File: src/rtl/spike_delta_enc_if.sv
// ============================================================================
// Module  : spike_delta_enc_if
// Brief   : Sample/spike bus between a sample source and spike_delta_encoder.
// Revision: 1.0  initial release
// ============================================================================
`default_nettype none

interface spike_delta_enc_if #(
  parameter int WIDTH = 8
) ();
  logic [WIDTH-1:0] sample_in;
  logic             sample_valid;
  logic             sample_ready;
  logic             spike_up;
  logic             spike_dn;
  logic [WIDTH-1:0] recon;
  logic             busy;

  modport master (
    output sample_in, sample_valid,
    input  sample_ready, spike_up, spike_dn, recon, busy
  );

  modport slave (
    input  sample_in, sample_valid,
    output sample_ready, spike_up, spike_dn, recon, busy
  );
endinterface

`default_nettype wire

File: src/rtl/spike_delta_encoder.sv
// ============================================================================
// Module  : spike_delta_encoder
// Brief   : Delta-modulation encoder turning samples into UP/DOWN spikes.
//           Optional idle leak of the reconstruction level: ENC_LEAK_EN.
// Revision: 1.0  initial release
// ============================================================================
`default_nettype none

module spike_delta_encoder #(
  parameter int WIDTH          = 8,
  parameter int STEP           = 4,
  parameter int THRESH         = 8,
  parameter int REFRACT_CYCLES = 3,
  parameter int LEAK_PERIOD    = 16
) (
  input  wire logic            clk,
  input  wire logic            rst_n,
  spike_delta_enc_if.slave     bus
);

  localparam int                c_ref_eff  = (REFRACT_CYCLES < 1) ? 1 : REFRACT_CYCLES;
  localparam int                c_ref_w    = (c_ref_eff > 1) ? $clog2(c_ref_eff) : 1;
  localparam logic [c_ref_w-1:0] c_ref_load = c_ref_w'(c_ref_eff - 1);
  localparam logic [WIDTH:0]    c_step     = (WIDTH+1)'(STEP);
  localparam logic signed [WIDTH:0] c_thresh = (WIDTH+1)'(THRESH);
  localparam logic [WIDTH-1:0]  c_max      = '1;

  // Oscillation-free convergence relies on THRESH >= STEP.
  if (STEP < 1 || THRESH < STEP || LEAK_PERIOD < 1) begin : g_param_check
    $error("spike_delta_encoder: illegal STEP/THRESH/LEAK_PERIOD");
  end

  typedef enum logic [1:0] {
    S_IDLE    = 2'd0,
    S_COMPARE = 2'd1,
    S_REFRACT = 2'd2
  } state_t;

  state_t              r_state,   w_state_nxt;
  logic [WIDTH-1:0]    r_sample,  w_sample_nxt;
  logic [WIDTH-1:0]    r_recon,   w_recon_nxt;
  logic [c_ref_w-1:0]  r_refract, w_refract_nxt;
  logic                r_spike_up, w_spike_up_nxt;
  logic                r_spike_dn, w_spike_dn_nxt;

  logic                w_accept;
  logic signed [WIDTH:0] w_diff;
  logic [WIDTH:0]      w_recon_up;
  logic                w_fire_up;
  logic                w_fire_dn;

`ifdef ENC_LEAK_EN
  localparam int                 c_leak_w    = (LEAK_PERIOD > 1) ? $clog2(LEAK_PERIOD) : 1;
  localparam logic [c_leak_w-1:0] c_leak_last = c_leak_w'(LEAK_PERIOD - 1);
  logic [c_leak_w-1:0] r_leak, w_leak_nxt;
`endif

  assign w_accept   = bus.sample_valid && (r_state == S_IDLE);
  assign w_diff     = $signed({1'b0, r_sample}) - $signed({1'b0, r_recon});
  assign w_recon_up = {1'b0, r_recon} + c_step;
  assign w_fire_up  = (w_diff >= c_thresh);
  assign w_fire_dn  = (w_diff <= -c_thresh);

  always_comb begin
    w_state_nxt    = r_state;
    w_sample_nxt   = r_sample;
    w_recon_nxt    = r_recon;
    w_refract_nxt  = r_refract;
    w_spike_up_nxt = 1'b0;
    w_spike_dn_nxt = 1'b0;
`ifdef ENC_LEAK_EN
    w_leak_nxt     = '0;
`endif
    case (r_state)
      S_IDLE: begin
        if (w_accept) begin
          w_sample_nxt = bus.sample_in;
          w_state_nxt  = S_COMPARE;
        end
`ifdef ENC_LEAK_EN
        // Accept takes priority over a leak falling on the same edge.
        else if (r_leak == c_leak_last) begin
          w_recon_nxt = (r_recon == '0) ? '0 : r_recon - WIDTH'(1);
        end else begin
          w_leak_nxt = r_leak + c_leak_w'(1);
        end
`endif
      end
      S_COMPARE: begin
        if (w_fire_up) begin
          w_spike_up_nxt = 1'b1;
          w_recon_nxt    = w_recon_up[WIDTH] ? c_max : w_recon_up[WIDTH-1:0];
          w_refract_nxt  = c_ref_load;
          w_state_nxt    = S_REFRACT;
        end else if (w_fire_dn) begin
          w_spike_dn_nxt = 1'b1;
          w_recon_nxt    = ({1'b0, r_recon} < c_step) ? '0 : r_recon - c_step[WIDTH-1:0];
          w_refract_nxt  = c_ref_load;
          w_state_nxt    = S_REFRACT;
        end else begin
          w_state_nxt = S_IDLE;
        end
      end
      S_REFRACT: begin
        if (r_refract == '0) begin
          w_state_nxt = S_COMPARE;
        end else begin
          w_refract_nxt = r_refract - c_ref_w'(1);
        end
      end
      default: w_state_nxt = S_IDLE;
    endcase
  end

  always_ff @(posedge clk or negedge rst_n) begin
    if (!rst_n) begin
      r_state    <= S_IDLE;
      r_sample   <= '0;
      r_recon    <= '0;
      r_refract  <= '0;
      r_spike_up <= 1'b0;
      r_spike_dn <= 1'b0;
`ifdef ENC_LEAK_EN
      r_leak     <= '0;
`endif
    end else begin
      r_state    <= w_state_nxt;
      r_sample   <= w_sample_nxt;
      r_recon    <= w_recon_nxt;
      r_refract  <= w_refract_nxt;
      r_spike_up <= w_spike_up_nxt;
      r_spike_dn <= w_spike_dn_nxt;
`ifdef ENC_LEAK_EN
      r_leak     <= w_leak_nxt;
`endif
    end
  end

  assign bus.sample_ready = (r_state == S_IDLE);
  assign bus.busy         = (r_state == S_COMPARE) || (r_state == S_REFRACT);
  assign bus.spike_up     = r_spike_up;
  assign bus.spike_dn     = r_spike_dn;
  assign bus.recon        = r_recon;

endmodule

`default_nettype wire
File: src/flat_wrapper.sv
// flat-port wrapper written by rule: the top's interface ports become plain ports
module spike_delta_encoder_flat 
#(
  parameter int WIDTH          = 8,
  parameter int STEP           = 4,
  parameter int THRESH         = 8,
  parameter int REFRACT_CYCLES = 3,
  parameter int LEAK_PERIOD    = 16
)
  (clk, rst_n, bus_sample_in, bus_sample_valid, bus_sample_ready, bus_spike_up, bus_spike_dn, bus_recon, bus_busy);
  spike_delta_enc_if #(.WIDTH(WIDTH)) bus_i ();
  input  wire logic clk;
  input  wire logic rst_n;
  input wire logic [$bits(bus_i.sample_in)-1:0] bus_sample_in;
  input wire logic [$bits(bus_i.sample_valid)-1:0] bus_sample_valid;
  output wire logic [$bits(bus_i.sample_ready)-1:0] bus_sample_ready;
  output wire logic [$bits(bus_i.spike_up)-1:0] bus_spike_up;
  output wire logic [$bits(bus_i.spike_dn)-1:0] bus_spike_dn;
  output wire logic [$bits(bus_i.recon)-1:0] bus_recon;
  output wire logic [$bits(bus_i.busy)-1:0] bus_busy;
  assign bus_i.sample_in = bus_sample_in;
  assign bus_i.sample_valid = bus_sample_valid;
  assign bus_sample_ready = bus_i.sample_ready;
  assign bus_spike_up = bus_i.spike_up;
  assign bus_spike_dn = bus_i.spike_dn;
  assign bus_recon = bus_i.recon;
  assign bus_busy = bus_i.busy;
  spike_delta_encoder #(.WIDTH(WIDTH), .STEP(STEP), .THRESH(THRESH), .REFRACT_CYCLES(REFRACT_CYCLES), .LEAK_PERIOD(LEAK_PERIOD)) u_core (.clk(clk), .rst_n(rst_n), .bus(bus_i));
endmodule
File: config.mk
export PLATFORM = sky130hd
export DESIGN_NAME = spike_delta_encoder_flat
export DESIGN_NICKNAME = d
export VERILOG_FILES = /design/src/rtl/spike_delta_enc_if.sv /design/src/rtl/spike_delta_encoder.sv /design/src/flat_wrapper.sv
export SDC_FILE = /design/constraint.sdc
export NUM_CORES = 1
export LEC_CHECK = 0
export CORE_ASPECT_RATIO = 1.75
export CORE_MARGIN = 1
export CORE_UTILIZATION = 45
export CTS_BUF_LIST = sky130_fd_sc_hd__clkbuf_8
export CTS_CLUSTER_DIAMETER = 80
export CTS_CLUSTER_SIZE = 14
export DETAILED_ROUTE_END_ITERATION = 7
export GPL_TIMING_DRIVEN = 0
export PLACE_DENSITY = 0.71
export SLEW_MARGIN = 20
export SYNTH_ARGS = -nofsm -noshare
export SYNTH_HDL_FRONTEND = slang
export SYNTH_SLANG_ARGS = --single-unit
File: constraint.sdc
create_clock -name clk -period 3.6 [get_ports clk]
set_clock_uncertainty 0.05 [all_clocks]
set_input_delay 0.9 -clock clk [delete_from_list [all_inputs] [get_ports clk]]
set_output_delay 0.9 -clock clk [all_outputs]
set_load 0.01 [all_outputs]
==> Yosys cells after proc, flatten, opt, wreduce, memory -nomap -nowiden <==
Index checks and enable logic that the tools add are counted.
{ "totals": {"reg_bits": 22, "input_bits": 11, "output_inout_bits": 12} }
{ "op_classes": {"add_sub_neg": 4, "magnitude_cmp": 3, "n_eq_ne": 6, "muxes": 18, "reduce_logical": 10} }
{ "op_table": {"columns": ["operator", "count"], "rows": [
  ["two-way mux 8 bit", 4],
  ["two-way mux 2 bit", 7],
  ["adder 8 x 3 -> 9 bit, second input constant", 1],
  [">= comparator 9 x 5 -> 1 bit, second input constant", 1],
  ["less-or-equal comparator 9 x 4 -> 1 bit, second input constant", 1],
  ["subtractor 8 x 8 -> 9 bit", 1],
  ["less-than comparator 8 x 3 -> 1 bit, second input constant", 1],
  ["subtractor 8 x 3 -> 8 bit, second input constant", 1],
  ["one-hot mux 2 bit (3 select lines)", 1],
  ["AND reduction 2 bit", 3],
  ["two-way mux 1 bit", 5],
  ["zero test 2 bit", 2],
  ["!= test 2 x 1 -> 1 bit, second input constant", 2],
  ["one-hot mux 2 bit (2 select lines)", 1],
  ["nonzero test 2 bit", 2],
  ["!= test 3 x 1 -> 1 bit, second input constant", 1],
  ["AND reduction 3 bit", 1],
  ["equality test 2 x 1 -> 1 bit, second input constant", 1],
  ["equality test 2 bit, second input constant", 1],
  ["!= test 2 bit, second input constant", 1],
  ["subtractor 2 x 1 -> 2 bit, second input constant", 1],
  ["logical AND 1 bit", 1],
  ["logical OR 1 bit", 1]
]} }

==> Longest topological paths before layout <==
{ "depth": {"ltp_word": 5, "depth_mapped": 11, "depth_no_buf": 11} }

==> Worst setup path after synthesis <==
No wires, ideal clock.
{ "synth_path": {"kind": "reg2reg", "start": "reg u_core.r_recon[0] (netlist: u_core.bus.recon[0])", "end": "reg u_core.r_refract[1]", "setup_ps": 128, "t_arrival_ps": 2613, "required_time_ps": 3422, "slack_ps": 810, "stages_incl_launch_ff": 11, "path_buffers": 0, "period_less_slack_ps": 2790, "path_cell_list": "dfrtp_1 > ha_1 > fa_1 > nor2b_2 > o21ba_1 > nor3_1 > o2bb2ai_1 > o211a_4 > nor2_4 > o311ai_4 > mux2_1"} }
{ "synth_via": {"elab_chain_len": 4} }
{ "synth_rtl": {"columns": ["item", "line", "text"], "rows": [
  ["start: declaration", "spike_delta_encoder.sv:41", "logic [WIDTH-1:0] r_recon, w_recon_nxt;"],
  ["start signal: assignment", "spike_delta_encoder.sv:129", "r_recon <= w_recon_nxt;"],
  ["subtractor 8 x 8 -> 9 bit (*)", "spike_delta_encoder.sv:59", "assign w_diff = $signed({1'b0, r_sample}) - $signed({1'b0, r_recon});"],
  ["less-or-equal comparator 9 x 4 -> 1 bit / >= comparator 9 x 5 -> 1 bit (equally long branches)", "spike_delta_encoder.sv:62, spike_delta_encoder.sv:61", null],
  ["!= test 3 x 1 -> 1 bit (no source line) / two-way mux 2 bit (equally long branches)", null, null],
  ["AND reduction 3 bit (no source line) / one-hot mux 2 bit (2 select lines) (equally long branches)", null, null],
  ["end signal: assignment", "spike_delta_encoder.sv:130", "r_refract <= w_refract_nxt;"],
  ["end: declaration", "spike_delta_encoder.sv:42", "logic [c_ref_w-1:0] r_refract, w_refract_nxt;"]
]} }
Every way passes the cells marked *; elsewhere a longest branch is shown, timed or not.
A chain may end at the register's enable or synchronous reset.

==> Worst setup path in the final report <==
{ "layout_path": {"start": "reg u_core.r_recon[0] (netlist: u_core.bus.recon[0])", "end": "reg u_core.r_recon[7] (netlist: u_core.bus.recon[7])"} }
{ "layout_via": {"elab_chain_len": 4} }
{ "layout_rtl": {"columns": ["item", "line", "text"], "rows": [
  ["subtractor 8 x 8 -> 9 bit (tied with other cells)", "spike_delta_encoder.sv:59", null],
  ["less-or-equal comparator 9 x 4 -> 1 bit (tied with other cells)", "spike_delta_encoder.sv:62", "assign w_fire_dn = (w_diff <= -c_thresh);"],
  ["nonzero test 2 bit (no source line) / two-way mux 8 bit (equally long branches)", null, null],
  ["AND reduction 2 bit (no source line) / two-way mux 8 bit (equally long branches)", null, null]
]} }
Several ways; a longest one is shown, not always the timed one. The select of a mux whose other input is x is not followed.

==> run summary <==
Drt first pass iters - 4
DRC - 0
Required @ worst endpoint - 3.73 ns
CTS Buf Count - 3
Antenna violations before repair - 0
Startpoint Class - flop
RSZ-0062 raised after global routing - false
Clock root buffer - clkbuf_8
DR vias - 1472
Layout Utilization - 0.5729
Post-Syn Area - 1665 µm²
Endpoints failing hold - 0
Outcome - complete, no violations
Slowest stage cell, crit path - dfrtp_1
Post-synthesis sequential area ratio - 0.3156
Share of layout cells above drive strength 1 - 0.1214
Clk slew on worst S/H paths - 0.08 ns
Crit Path Category - flop to flop
GPL Wtd Cong - 0.8351
Die area - 3958 µm²
Finished Cell Area - 1987 µm²
Final HPWL DP - 3155 µm
Class of the worst hold path - flop to flop
Dpl cell area - 1942 µm²
Crit path top cell by count - a21oi_1
Final Slew Violations - 0
DR WL/cell - 15.71 µm
Synth top area share - 0.3156
N_diodes - 0
CTS Sinks - 21
H-tree depth - 1
Slowest cell delay on critical path - 0.47 ns
Synth top area cells - dfrtp_1 32%, ha_1 11%, mux2_2 5.4%
CTS Hold Bufs - 0
Largest area contributor in the netlist - dfrtp_1
Std cell rows - 28
Worst EP arrival - 3.36 ns
Worst Hold Slack - 0.4463 ns
Synth Flop Type - dfrtp_1
Die W - 47.99 µm
GR Overflow Total - 0
Critical Path, Cell by Cell - ha_1 -> fa_1 -> nor2b_2 -> o21ba_1 -> o21ai_1 -> a21oi_1 -> o41ai_1 -> a21oi_1 -> o21ai_0 -> a2bb2oi_1
Post-cts sizing count - 0
Post-route antenna net violation count - 0
Syn avg cell area - 9.252 µm²
Top-count cell post-synth - dfrtp_1
First-pass GRT wire length - 6589 µm
Post-CTS setup buffers - 0
Synth warn - 0
Number of synthesized register bits - 21
Routed WL - 3942 µm
Highest Clock Rate - 310.0 MHz
Vias in the first global route - 1522
Synth async-reset ratio - 1.000
Worst slew margin - 0.3635
TritonCTS clock tree - yes
Number of port buffers - 22
Final setup TNS - 0 ns
Buf/Inv on CP - 0
Crit path capture type - flop
Starting Density - 0.4802
Synthesized Nets - 207
Vias/cell - 5.865
Worst Path Max Fanout - 7
EDFF count, synth - 0
Max clock buf depth - 2
Synth cell count leaders - 21 x dfrtp_1, 19 x inv_1, 15 x ha_1, 15 x nand2_1, 13 x a21oi_1
Skew-Pair Late Insertion Delay - 0.26 ns
Largest delay contributor family on the critical path - compound AO/OA/AOI/OAI gates
Final period util - 0.8962
Ports - 23
Max cap viols - 0
Cells after synthesis - 180
Initial DRC count - 33
Nets - 234
All-Layer GR Usage - 0.2344
Min Tclk post-route - 3.226 ns
Area grow syn2layout - 19.31%
Final setup fails - 0
Synth cell types - 52
Largest net degree at the start of global routing - 22
DIE HEIGHT - 82.48 µm
Core area - 3468 µm²
Slew @ Worst Pin - 0.9518 ns
## metrics by stage
| stage | cells | setup WS [ns] |
|---|---|---|
| 5_1_grt | 251 | 0.1137 |
| 3_3_place_gp | 247 | 0.5380 |
| 4_1_cts | 251 | 0.4586 |
| 3_5_place_dp | 247 | 0.4552 |
| 2_1_floorplan | 180 | 0.8096 |
| 6_report | 251 | 0.3738 |
## sequential cells by signal, summed over array words and instances, names as in the netlist
name                 cells
u_core.r_sample          8
u_core.bus.recon         7
u_core.r_state           2
u_core.r_refract         2
u_core.bus.spike_dn      1
u_core.bus.spike_up      1
## kinds of logic (layout without fill, tap and decap cells)
| group | count (synthesis) | in the layout | synth area share |
|---|---|---|---|
| DFF | 21 | 21 | 0.3155 |
| adders and majority gates | 16 | 16 | 0.1247 |
| xor gates and xnor gates | 4 | 4 | 0.02104 |
| AOI/OAI and AO/OA | 53 | 53 | 0.2359 |
| and+or+nand+nor | 53 | 53 | 0.1735 |
| muxes | 12 | 12 | 0.07889 |
| buffers and inverters | 21 | 47 | 0.05034 |
## layout by cell type, fill, tap and decap left out, types with 2 or more instances in the layout
master,count
a211oi_1,2
nand2_1,15
o22ai_1,3
ha_1,15
clkdlybuf4s50_1,22
xnor2_1,2
a21oi_1,13
nor2_1,5
inv_1,20
nand2b_1,3
mux2_2,8
a21o_1,3
xor2_1,2
clkbuf_8,3
mux2i_1,3
a31oi_1,3
nor3_1,9
dfrtp_1,21
nand3_1,3
nand4_1,2
o21ai_0,11
nor2b_1,3
or2_2,2
and3_1,2
nor4_1,2
## layout make-up
type,instances,area (µm²)
Fill cell,317,1481
Multi-Input combinational cell,138,1056
Sequential cell,21,525.5
Timing Repair Buffer,22,220.2
Inverter,19,71.32
Tap cell,45,56.30
Clock buffer,3,41.29
Buffer,2,12.51
Clock inverter,1,3.754
## layer usage
metal / vias up / wire length, µm / GRT usage
met1: 699 / 1528 / 0.2632
met5: - / 0 / 0
met4: 0 / 168 / 0.1167
li1: 711 / - / -
met2: 41 / 2148 / 0.4135
met3: 21 / 97 / 0.02391
## worst paths after layout
path                                            startpoint                         endpoint  slack [ns]  cells past startpoint
min reg2reg                u_core.r_refract[1]$_DFFE_PN0P_  u_core.r_refract[1]$_DFFE_PN0P_        0.45                      1
min                        u_core.r_refract[1]$_DFFE_PN0P_  u_core.r_refract[1]$_DFFE_PN0P_        0.45                      1
max                        u_core.bus.recon[0]$_DFFE_PN0P_  u_core.bus.recon[7]$_DFFE_PN0P_        0.37                     10
max reg2reg                u_core.bus.recon[0]$_DFFE_PN0P_  u_core.bus.recon[7]$_DFFE_PN0P_        0.37                     10
min in group asynchronous                            rst_n   u_core.r_sample[7]$_DFFE_PN0P_        1.11                      1
max in group asynchronous                            rst_n    u_core.r_state[1]$_DFFE_PN0P_        1.80                      1
Power is left out: the tool's default activity adds up to more than one toggle a clock period on the data nets, which glitch-free logic cannot reach.
